==> config.mk <==
export PLATFORM = sky130hd
export DESIGN_NAME = mem_if_axi_lite_master_flat
export DESIGN_NICKNAME = d
export VERILOG_FILES = /design/src/rtl/mem_if_axi_lite_master_if.sv /design/src/rtl/mem_if_axi_lite_master.sv /design/src/flat_wrapper.sv
export SDC_FILE = /design/constraint.sdc
export NUM_CORES = 1
export LEC_CHECK = 0
export CORE_MARGIN = 1.5
export CORE_UTILIZATION = 41
export DETAILED_ROUTE_END_ITERATION = 8
export GPL_TIMING_DRIVEN = 0
export HOLD_SLACK_MARGIN = 0.12
export PLACE_DENSITY = 0.95
export SYNTH_ARGS = -nofsm -noshare
export SYNTH_HDL_FRONTEND = slang
export SYNTH_SLANG_ARGS = --single-unit
export TNS_END_PERCENT = 5
==> constraint.sdc <==
create_clock -name clk -period 2.95 [get_ports clk]
set_input_delay 0.59 -clock clk [delete_from_list [all_inputs] [get_ports clk]]
set_output_delay 0.59 -clock clk [all_outputs]
set_load 0.02 [all_outputs]
==> src/rtl/mem_if_axi_lite_master_if.sv <==
// AXI4-Lite bus bundle between a single-outstanding master and its slave memory.
// The master modport drives the address/data/valid side; the slave drives readies and responses.
interface mem_if_axi_lite_master_if #(
  parameter int ADDR_WIDTH = 32,
  parameter int DATA_WIDTH = 32
);
  logic [ADDR_WIDTH-1:0]   awaddr;
  logic [2:0]              awprot;
  logic                    awvalid;
  logic                    awready;
  logic [DATA_WIDTH-1:0]   wdata;
  logic [DATA_WIDTH/8-1:0] wstrb;
  logic                    wvalid;
  logic                    wready;
  logic [1:0]              bresp;
  logic                    bvalid;
  logic                    bready;
  logic [ADDR_WIDTH-1:0]   araddr;
  logic [2:0]              arprot;
  logic                    arvalid;
  logic                    arready;
  logic [DATA_WIDTH-1:0]   rdata;
  logic [1:0]              rresp;
  logic                    rvalid;
  logic                    rready;

  modport master (
    output awaddr, awprot, awvalid, input awready,
    output wdata, wstrb, wvalid, input wready,
    input bresp, bvalid, output bready,
    output araddr, arprot, arvalid, input arready,
    input rdata, rresp, rvalid, output rready
  );

  modport slave (
    input awaddr, awprot, awvalid, output awready,
    input wdata, wstrb, wvalid, output wready,
    output bresp, bvalid, input bready,
    input araddr, arprot, arvalid, output arready,
    output rdata, rresp, rvalid, input rready
  );
endinterface

==> src/rtl/mem_if_axi_lite_master.sv <==
// Core req/gnt/rvalid memory port to AXI4-Lite master bridge, one transaction in flight.
// Every granted request produces exactly one rvalid_o pulse unless reset aborts it.
module mem_if_axi_lite_master #(
  parameter int         ADDR_WIDTH = 32,
  parameter int         DATA_WIDTH = 32,
  parameter logic [2:0] AXI_PROT   = 3'b000,
  parameter bit         ALIGN_ADDR = 1'b1
) (
  input  logic                    clk,
  input  logic                    rst_n,
  input  logic                    req_i,
  output logic                    gnt_o,
  input  logic [ADDR_WIDTH-1:0]   addr_i,
  input  logic                    we_i,
  input  logic [DATA_WIDTH/8-1:0] be_i,
  input  logic [DATA_WIDTH-1:0]   wdata_i,
  output logic                    rvalid_o,
  output logic [DATA_WIDTH-1:0]   rdata_o,
  output logic                    err_o,
  mem_if_axi_lite_master_if.master m_axi
);
  typedef enum logic [2:0] {
    IDLE  = 3'd0,
    RD_A  = 3'd1,
    RD_R  = 3'd2,
    WR_AW = 3'd3,
    WR_B  = 3'd4,
    DONE  = 3'd5
  } state_t;

  state_t                  state_reg, state_next;
  logic [ADDR_WIDTH-1:0]   addr_reg;
  logic [ADDR_WIDTH-1:0]   addr_aligned;
  logic [DATA_WIDTH-1:0]   wdata_reg;
  logic [DATA_WIDTH/8-1:0] strb_reg;
  logic [DATA_WIDTH-1:0]   rdata_reg;
  logic                    err_reg;
  logic                    aw_done_reg;
  logic                    w_done_reg;
  logic                    aw_hs, w_hs, r_hs, b_hs;

  // Address bits [1:0] are forced to zero bit by bit when alignment is enabled.
  genvar gi;
  generate
    for (gi = 0; gi < ADDR_WIDTH; gi++) begin : g_align
      if (ALIGN_ADDR && gi < 2) begin : g_zero
        assign addr_aligned[gi] = 1'b0;
      end else begin : g_pass
        assign addr_aligned[gi] = addr_i[gi];
      end
    end
  endgenerate

  assign aw_hs = m_axi.awvalid & m_axi.awready;
  assign w_hs  = m_axi.wvalid  & m_axi.wready;
  assign r_hs  = m_axi.rvalid  & m_axi.rready;
  assign b_hs  = m_axi.bvalid  & m_axi.bready;

  always_ff @(posedge clk or negedge rst_n) begin
    if (!rst_n) begin
      state_reg <= IDLE;
    end else begin
      state_reg <= state_next;
    end
  end

  always_comb begin
    state_next = state_reg;
    case (state_reg)
      IDLE:    if (req_i) state_next = we_i ? WR_AW : RD_A;
      RD_A:    if (m_axi.arready) state_next = RD_R;
      RD_R:    if (m_axi.rvalid) state_next = DONE;
      // AW and W complete independently; leave once both have been accepted.
      WR_AW:   if ((aw_done_reg | aw_hs) & (w_done_reg | w_hs)) state_next = WR_B;
      WR_B:    if (m_axi.bvalid) state_next = DONE;
      DONE:    state_next = IDLE;
      default: state_next = IDLE;
    endcase
  end

  always_comb begin
    gnt_o         = 1'b0;
    m_axi.arvalid = 1'b0;
    m_axi.rready  = 1'b0;
    m_axi.awvalid = 1'b0;
    m_axi.wvalid  = 1'b0;
    m_axi.bready  = 1'b0;
    rvalid_o      = 1'b0;
    err_o         = 1'b0;
    case (state_reg)
      IDLE:  gnt_o = req_i;
      RD_A:  m_axi.arvalid = 1'b1;
      RD_R:  m_axi.rready = 1'b1;
      WR_AW: begin
        m_axi.awvalid = ~aw_done_reg;
        m_axi.wvalid  = ~w_done_reg;
      end
      WR_B:  m_axi.bready = 1'b1;
      DONE: begin
        rvalid_o = 1'b1;
        err_o    = err_reg;
      end
      default: ;
    endcase
  end

  // Payload registers only change on grant, so every channel stays stable while valid.
  always_ff @(posedge clk or negedge rst_n) begin
    if (!rst_n) begin
      addr_reg    <= '0;
      wdata_reg   <= '0;
      strb_reg    <= '0;
      rdata_reg   <= '0;
      err_reg     <= 1'b0;
      aw_done_reg <= 1'b0;
      w_done_reg  <= 1'b0;
    end else begin
      if (gnt_o) begin
        addr_reg    <= addr_aligned;
        wdata_reg   <= wdata_i;
        strb_reg    <= be_i;
        aw_done_reg <= 1'b0;
        w_done_reg  <= 1'b0;
      end
      if (aw_hs) aw_done_reg <= 1'b1;
      if (w_hs)  w_done_reg  <= 1'b1;
      if (r_hs) begin
        rdata_reg <= m_axi.rdata;
        err_reg   <= (m_axi.rresp != 2'b00);
      end
      if (b_hs) err_reg <= (m_axi.bresp != 2'b00);
    end
  end

  assign m_axi.awaddr = addr_reg;
  assign m_axi.araddr = addr_reg;
  assign m_axi.awprot = AXI_PROT;
  assign m_axi.arprot = AXI_PROT;
  assign m_axi.wdata  = wdata_reg;
  assign m_axi.wstrb  = strb_reg;
  assign rdata_o      = rdata_reg;
endmodule

==> src/flat_wrapper.sv <==
// flat-port wrapper written by rule: the top's interface ports become plain ports
module mem_if_axi_lite_master_flat 
#(
  parameter int         ADDR_WIDTH = 32,
  parameter int         DATA_WIDTH = 32,
  parameter logic [2:0] AXI_PROT   = 3'b000,
  parameter bit         ALIGN_ADDR = 1'b1
)
  (clk, rst_n, req_i, gnt_o, addr_i, we_i, be_i, wdata_i, rvalid_o, rdata_o, err_o, m_axi_awaddr, m_axi_awprot, m_axi_awvalid, m_axi_awready, m_axi_wdata, m_axi_wstrb, m_axi_wvalid, m_axi_wready, m_axi_bresp, m_axi_bvalid, m_axi_bready, m_axi_araddr, m_axi_arprot, m_axi_arvalid, m_axi_arready, m_axi_rdata, m_axi_rresp, m_axi_rvalid, m_axi_rready);
  mem_if_axi_lite_master_if #(.ADDR_WIDTH(ADDR_WIDTH), .DATA_WIDTH(DATA_WIDTH)) m_axi_i ();
  input  logic clk;
  input  logic rst_n;
  input  logic req_i;
  output logic gnt_o;
  input  logic [ADDR_WIDTH-1:0] addr_i;
  input  logic we_i;
  input  logic [DATA_WIDTH/8-1:0] be_i;
  input  logic [DATA_WIDTH-1:0] wdata_i;
  output logic rvalid_o;
  output logic [DATA_WIDTH-1:0] rdata_o;
  output logic err_o;
  output wire logic [$bits(m_axi_i.awaddr)-1:0] m_axi_awaddr;
  output wire logic [$bits(m_axi_i.awprot)-1:0] m_axi_awprot;
  output wire logic [$bits(m_axi_i.awvalid)-1:0] m_axi_awvalid;
  input wire logic [$bits(m_axi_i.awready)-1:0] m_axi_awready;
  output wire logic [$bits(m_axi_i.wdata)-1:0] m_axi_wdata;
  output wire logic [$bits(m_axi_i.wstrb)-1:0] m_axi_wstrb;
  output wire logic [$bits(m_axi_i.wvalid)-1:0] m_axi_wvalid;
  input wire logic [$bits(m_axi_i.wready)-1:0] m_axi_wready;
  input wire logic [$bits(m_axi_i.bresp)-1:0] m_axi_bresp;
  input wire logic [$bits(m_axi_i.bvalid)-1:0] m_axi_bvalid;
  output wire logic [$bits(m_axi_i.bready)-1:0] m_axi_bready;
  output wire logic [$bits(m_axi_i.araddr)-1:0] m_axi_araddr;
  output wire logic [$bits(m_axi_i.arprot)-1:0] m_axi_arprot;
  output wire logic [$bits(m_axi_i.arvalid)-1:0] m_axi_arvalid;
  input wire logic [$bits(m_axi_i.arready)-1:0] m_axi_arready;
  input wire logic [$bits(m_axi_i.rdata)-1:0] m_axi_rdata;
  input wire logic [$bits(m_axi_i.rresp)-1:0] m_axi_rresp;
  input wire logic [$bits(m_axi_i.rvalid)-1:0] m_axi_rvalid;
  output wire logic [$bits(m_axi_i.rready)-1:0] m_axi_rready;
  assign m_axi_awaddr = m_axi_i.awaddr;
  assign m_axi_awprot = m_axi_i.awprot;
  assign m_axi_awvalid = m_axi_i.awvalid;
  assign m_axi_i.awready = m_axi_awready;
  assign m_axi_wdata = m_axi_i.wdata;
  assign m_axi_wstrb = m_axi_i.wstrb;
  assign m_axi_wvalid = m_axi_i.wvalid;
  assign m_axi_i.wready = m_axi_wready;
  assign m_axi_i.bresp = m_axi_bresp;
  assign m_axi_i.bvalid = m_axi_bvalid;
  assign m_axi_bready = m_axi_i.bready;
  assign m_axi_araddr = m_axi_i.araddr;
  assign m_axi_arprot = m_axi_i.arprot;
  assign m_axi_arvalid = m_axi_i.arvalid;
  assign m_axi_i.arready = m_axi_arready;
  assign m_axi_i.rdata = m_axi_rdata;
  assign m_axi_i.rresp = m_axi_rresp;
  assign m_axi_i.rvalid = m_axi_rvalid;
  assign m_axi_rready = m_axi_i.rready;
  mem_if_axi_lite_master #(.ADDR_WIDTH(ADDR_WIDTH), .DATA_WIDTH(DATA_WIDTH), .AXI_PROT(AXI_PROT), .ALIGN_ADDR(ALIGN_ADDR)) u_core (.clk(clk), .rst_n(rst_n), .req_i(req_i), .gnt_o(gnt_o), .addr_i(addr_i), .we_i(we_i), .be_i(be_i), .wdata_i(wdata_i), .rvalid_o(rvalid_o), .rdata_o(rdata_o), .err_o(err_o), .m_axi(m_axi_i));
endmodule
==> results.json <==
{
  "synth_warnings": 0,
  "gp_congestion": 0.730,
  "ctsHoldBuffers": 0,
  "worst_pin_slew_ps": 591,
  "core_um2": 10300,
  "hp-class": "input port to asynchronous set/reset pin",
  "rows": 37,
  "peakVddDrop_mv": 0.621,
  "clkTransAtPathRegs_ps": 100,
  "power.density_nw_per_um2": 1170,
  "ant_nets": 0,
  "worstPathCellList": "buf_4 > inv_1 > nor3b_1 > and2_1 > clkdlybuf4s50_1",
  "reg2reg_slack_ps": 1070,
  "fill_cells": 750,
  "leakage_nw": 3.11,
  "vias": 3269,
  "hold_violations": 0,
  "antenna_found_initial": 0,
  "skew_ps": 8.70,
  "cts_root_buf": "clkbuf_8",
  "die_area_um2": 11200,
  "outcome": "finished clean",
  "num_antenna_cells": 0,
  "r2r-start": "u_core.state_reg[1]$_DFFE_PN0P_",
  "dp_hpwl_um": 9260,
  "wl_per_cell_um": 16.8,
  "syn_inst": 290,
  "clock-sinks": 104,
  "r2r_cells": 5,
  "clk_latency_ps": 360,
  "cts_tree": "yes",
  "crit_buf_inv": 3,
  "critPathLaunchType": "flop",
  "instances_no_fill": 699,
  "grt_overflow_total": 0,
  "drc": 0,
  "numCtsBuffers": 9,
  "grt_max_degree": 60,
  "end_kind": "primary output",
  "avgSynthCellArea_um2": 15.0,
  "grt_use_total_pct": 21.3,
  "worstSetupPathType": "flop to primary output",
  "syn_to_final_growth_pct": 67.4,
  "slowest_delay_ps": 610,
  "drt_first_pass_iters": 4,
  "cp.required_ps": 2360,
  "drt-initial-drc-count": 120,
  "routed_wl_um": 11700,
  "die_y_um": 106,
  "start_util_pct": 42.2,
  "grt_pass1_vias": 3580,
  "fin_crit_ps": 2810,
  "setup_viol": 0,
  "netlist_area_um2": 4360,
  "synth.distinct_cells": 26,
  "finalSetupTns_ps": 0,
  "die_w_um": 106,
  "slew_violations": 0,
  "htree_num_levels": 3,
  "maxCapViolCount": 0,
  "dp_cells": 682,
  "nets": 671,
  "ys_seq_area_share_pct": 59.8,
  "slowest_stage": "clkdlybuf4s50_1",
  "viasPerCell": 4.68,
  "io_pins": 259,
  "crit_fanout": 10,
  "worstPathArrival_ps": 2220,
  "synth-seq-cells": 104,
  "fin_crit_sh_pct": 95.3,
  "port_buffers": 246,
  "r2r-end": "u_core.m_axi.wdata[9]$_DFFE_PN0P_",
  "critPathTopFamily": "buffers and inverters",
  "relSlewSlack_pct": 60.6,
  "grt_pass1_wl_um": 18200,
  "fin_util_pct": 70.6,
  "fmax_mhz": 356,
  "drive_above_1_share_pct": 29.3,
  "rsz0062_at_grt": "no",
  "clockBufferDepth": 2
}
layout make-up:
cell class	count	area [µm²]	share of cell area [%]
plain buffers	53	398	5.46
clock buffers	10	128	1.75
clock inverters	6	108	1.48
inverters	2	7.51	0.103
multi-input cells	140	1380	19.0
flip-flops and latches	104	2600	35.7
well taps	136	170	2.33
repair buffers	248	2490	34.2
report_power, final:
| part | switching, mW | internal (mW) | total [mW] |
|---|---|---|---|
| clock | 0.483 | 0.561 | 1.04 |
| sequential | 0.464 | 2.15 | 2.62 |
| combinational | 2.19 | 2.71 | 4.89 |
through the flow:
stage	cell area, µm²	hold slack, ps	power (mW)	setup slack [ps]
finish	7290	222	8.56	138
global route	7290	252	8.97	12.4
CTS	7290	230	8.65	97.7
detailed placement	7050	483	7.58	-264
global placement	7020	471	7.39	-2440
floorplan	4390	294	5.17	842
placed cells by master (no fill, tap or decap), drive strengths merged:
| cell | count |
|---|---|
| nor2 | 3 |
| bufinv | 3 |
| nor4b | 1 |
| clkinvlp | 1 |
| dfrtp | 104 |
| nor3b | 2 |
| clkinv | 2 |
| mux2i | 7 |
| a21oi | 1 |
| inv | 2 |
| nor2b | 2 |
| clkbuf | 10 |
| and2 | 2 |
| o211ai | 1 |
| and4bb | 1 |
| o22ai | 2 |
| or2 | 1 |
| a21o | 1 |
| conb | 10 |
| o31ai | 1 |
| nand2 | 2 |
| nand3 | 2 |
| dlygate4sd2 | 1 |
| clkdlybuf4s50 | 244 |
| buf | 56 |
| nor3 | 1 |
| mux2 | 98 |
| a22oi | 1 |
| nand2b | 1 |
worst max path at each step:
| stage | startpoint | cells past startpoint | slack (ps) | endpoint |
|---|---|---|---|---|
| floorplan | u_core.state_reg[0]$_DFFE_PN0P_ | 4 | 840 | err_o |
| global placement | rst_n | 1 | -2440 | u_core.m_axi.araddr[18]$_DFFE_PN0P_ |
| detailed placement | req_i | 5 | -260 | gnt_o |
| CTS | u_core.state_reg[1]$_DFFE_PN0P_ | 5 | 100 | m_axi_awvalid |
| global route | u_core.state_reg[0]$_DFFE_PN0P_ | 5 | 10 | err_o |
| finish | u_core.state_reg[0]$_DFFE_PN0P_ | 5 | 140 | err_o |
worst reg2reg max path: cells and delay by family, from the launching register on:
family	cells	cell delay, ps
and+or+nand+nor	1	370
buffers and inverters	3	660
muxes	1	380
DFF	1	370
layer usage:
layer	vias to the layer above	wire length [µm]	GRT usage [%]
met5	-	0	0
met4	0	408	10.6
met3	31	724	5.33
met2	139	6540	40.0
met1	1613	4080	21.8
li1	1486	-	-
kinds of logic after synthesis:
| family | count (synthesis) | share of synthesized area, % |
|---|---|---|
| AND/OR/NAND/NOR | 18 | 2.82 |
| flip-flops | 104 | 59.8 |
| buffers and inverters | 55 | 9.31 |
| multiplexers | 105 | 26.9 |
| other | 1 | 0.0861 |
| AO/OA/AOI/OAI | 7 | 1.09 |
synthesized netlist by cell type:
cell	n	share of area [%]
mux2_1	7	1.8
buf_2	3	0.34
conb_1	1	0.086
a22oi_1	1	0.17
a21o_1	1	0.17
buf_4	48	8.3
nand2b_1	1	0.14
nor4b_4	1	0.55
inv_1	2	0.17
nor2b_1	2	0.29
dfrtp_1	104	60
and4bb_1	1	0.29
o22ai_1	2	0.29
buf_6	2	0.52
nand3_1	2	0.23
o31ai_1	1	0.17
nor3_1	1	0.11
or2_2	1	0.14
nand2_1	2	0.17
a21oi_1	1	0.11
nor2_1	3	0.26
o211ai_1	1	0.17
nor3b_1	2	0.34
mux2_2	91	24
and2_1	2	0.29
mux2i_1	7	1.6
what timing repair did:
item                                   CTS  global route
cloned                                   0             0
endpoints found under the hold margin    0             0
setup endpoints to repair                1             1
setup buffers                            1             0
gates resized for setup                  1             1
No activity file was read; power rests on OpenSTA's default activity.
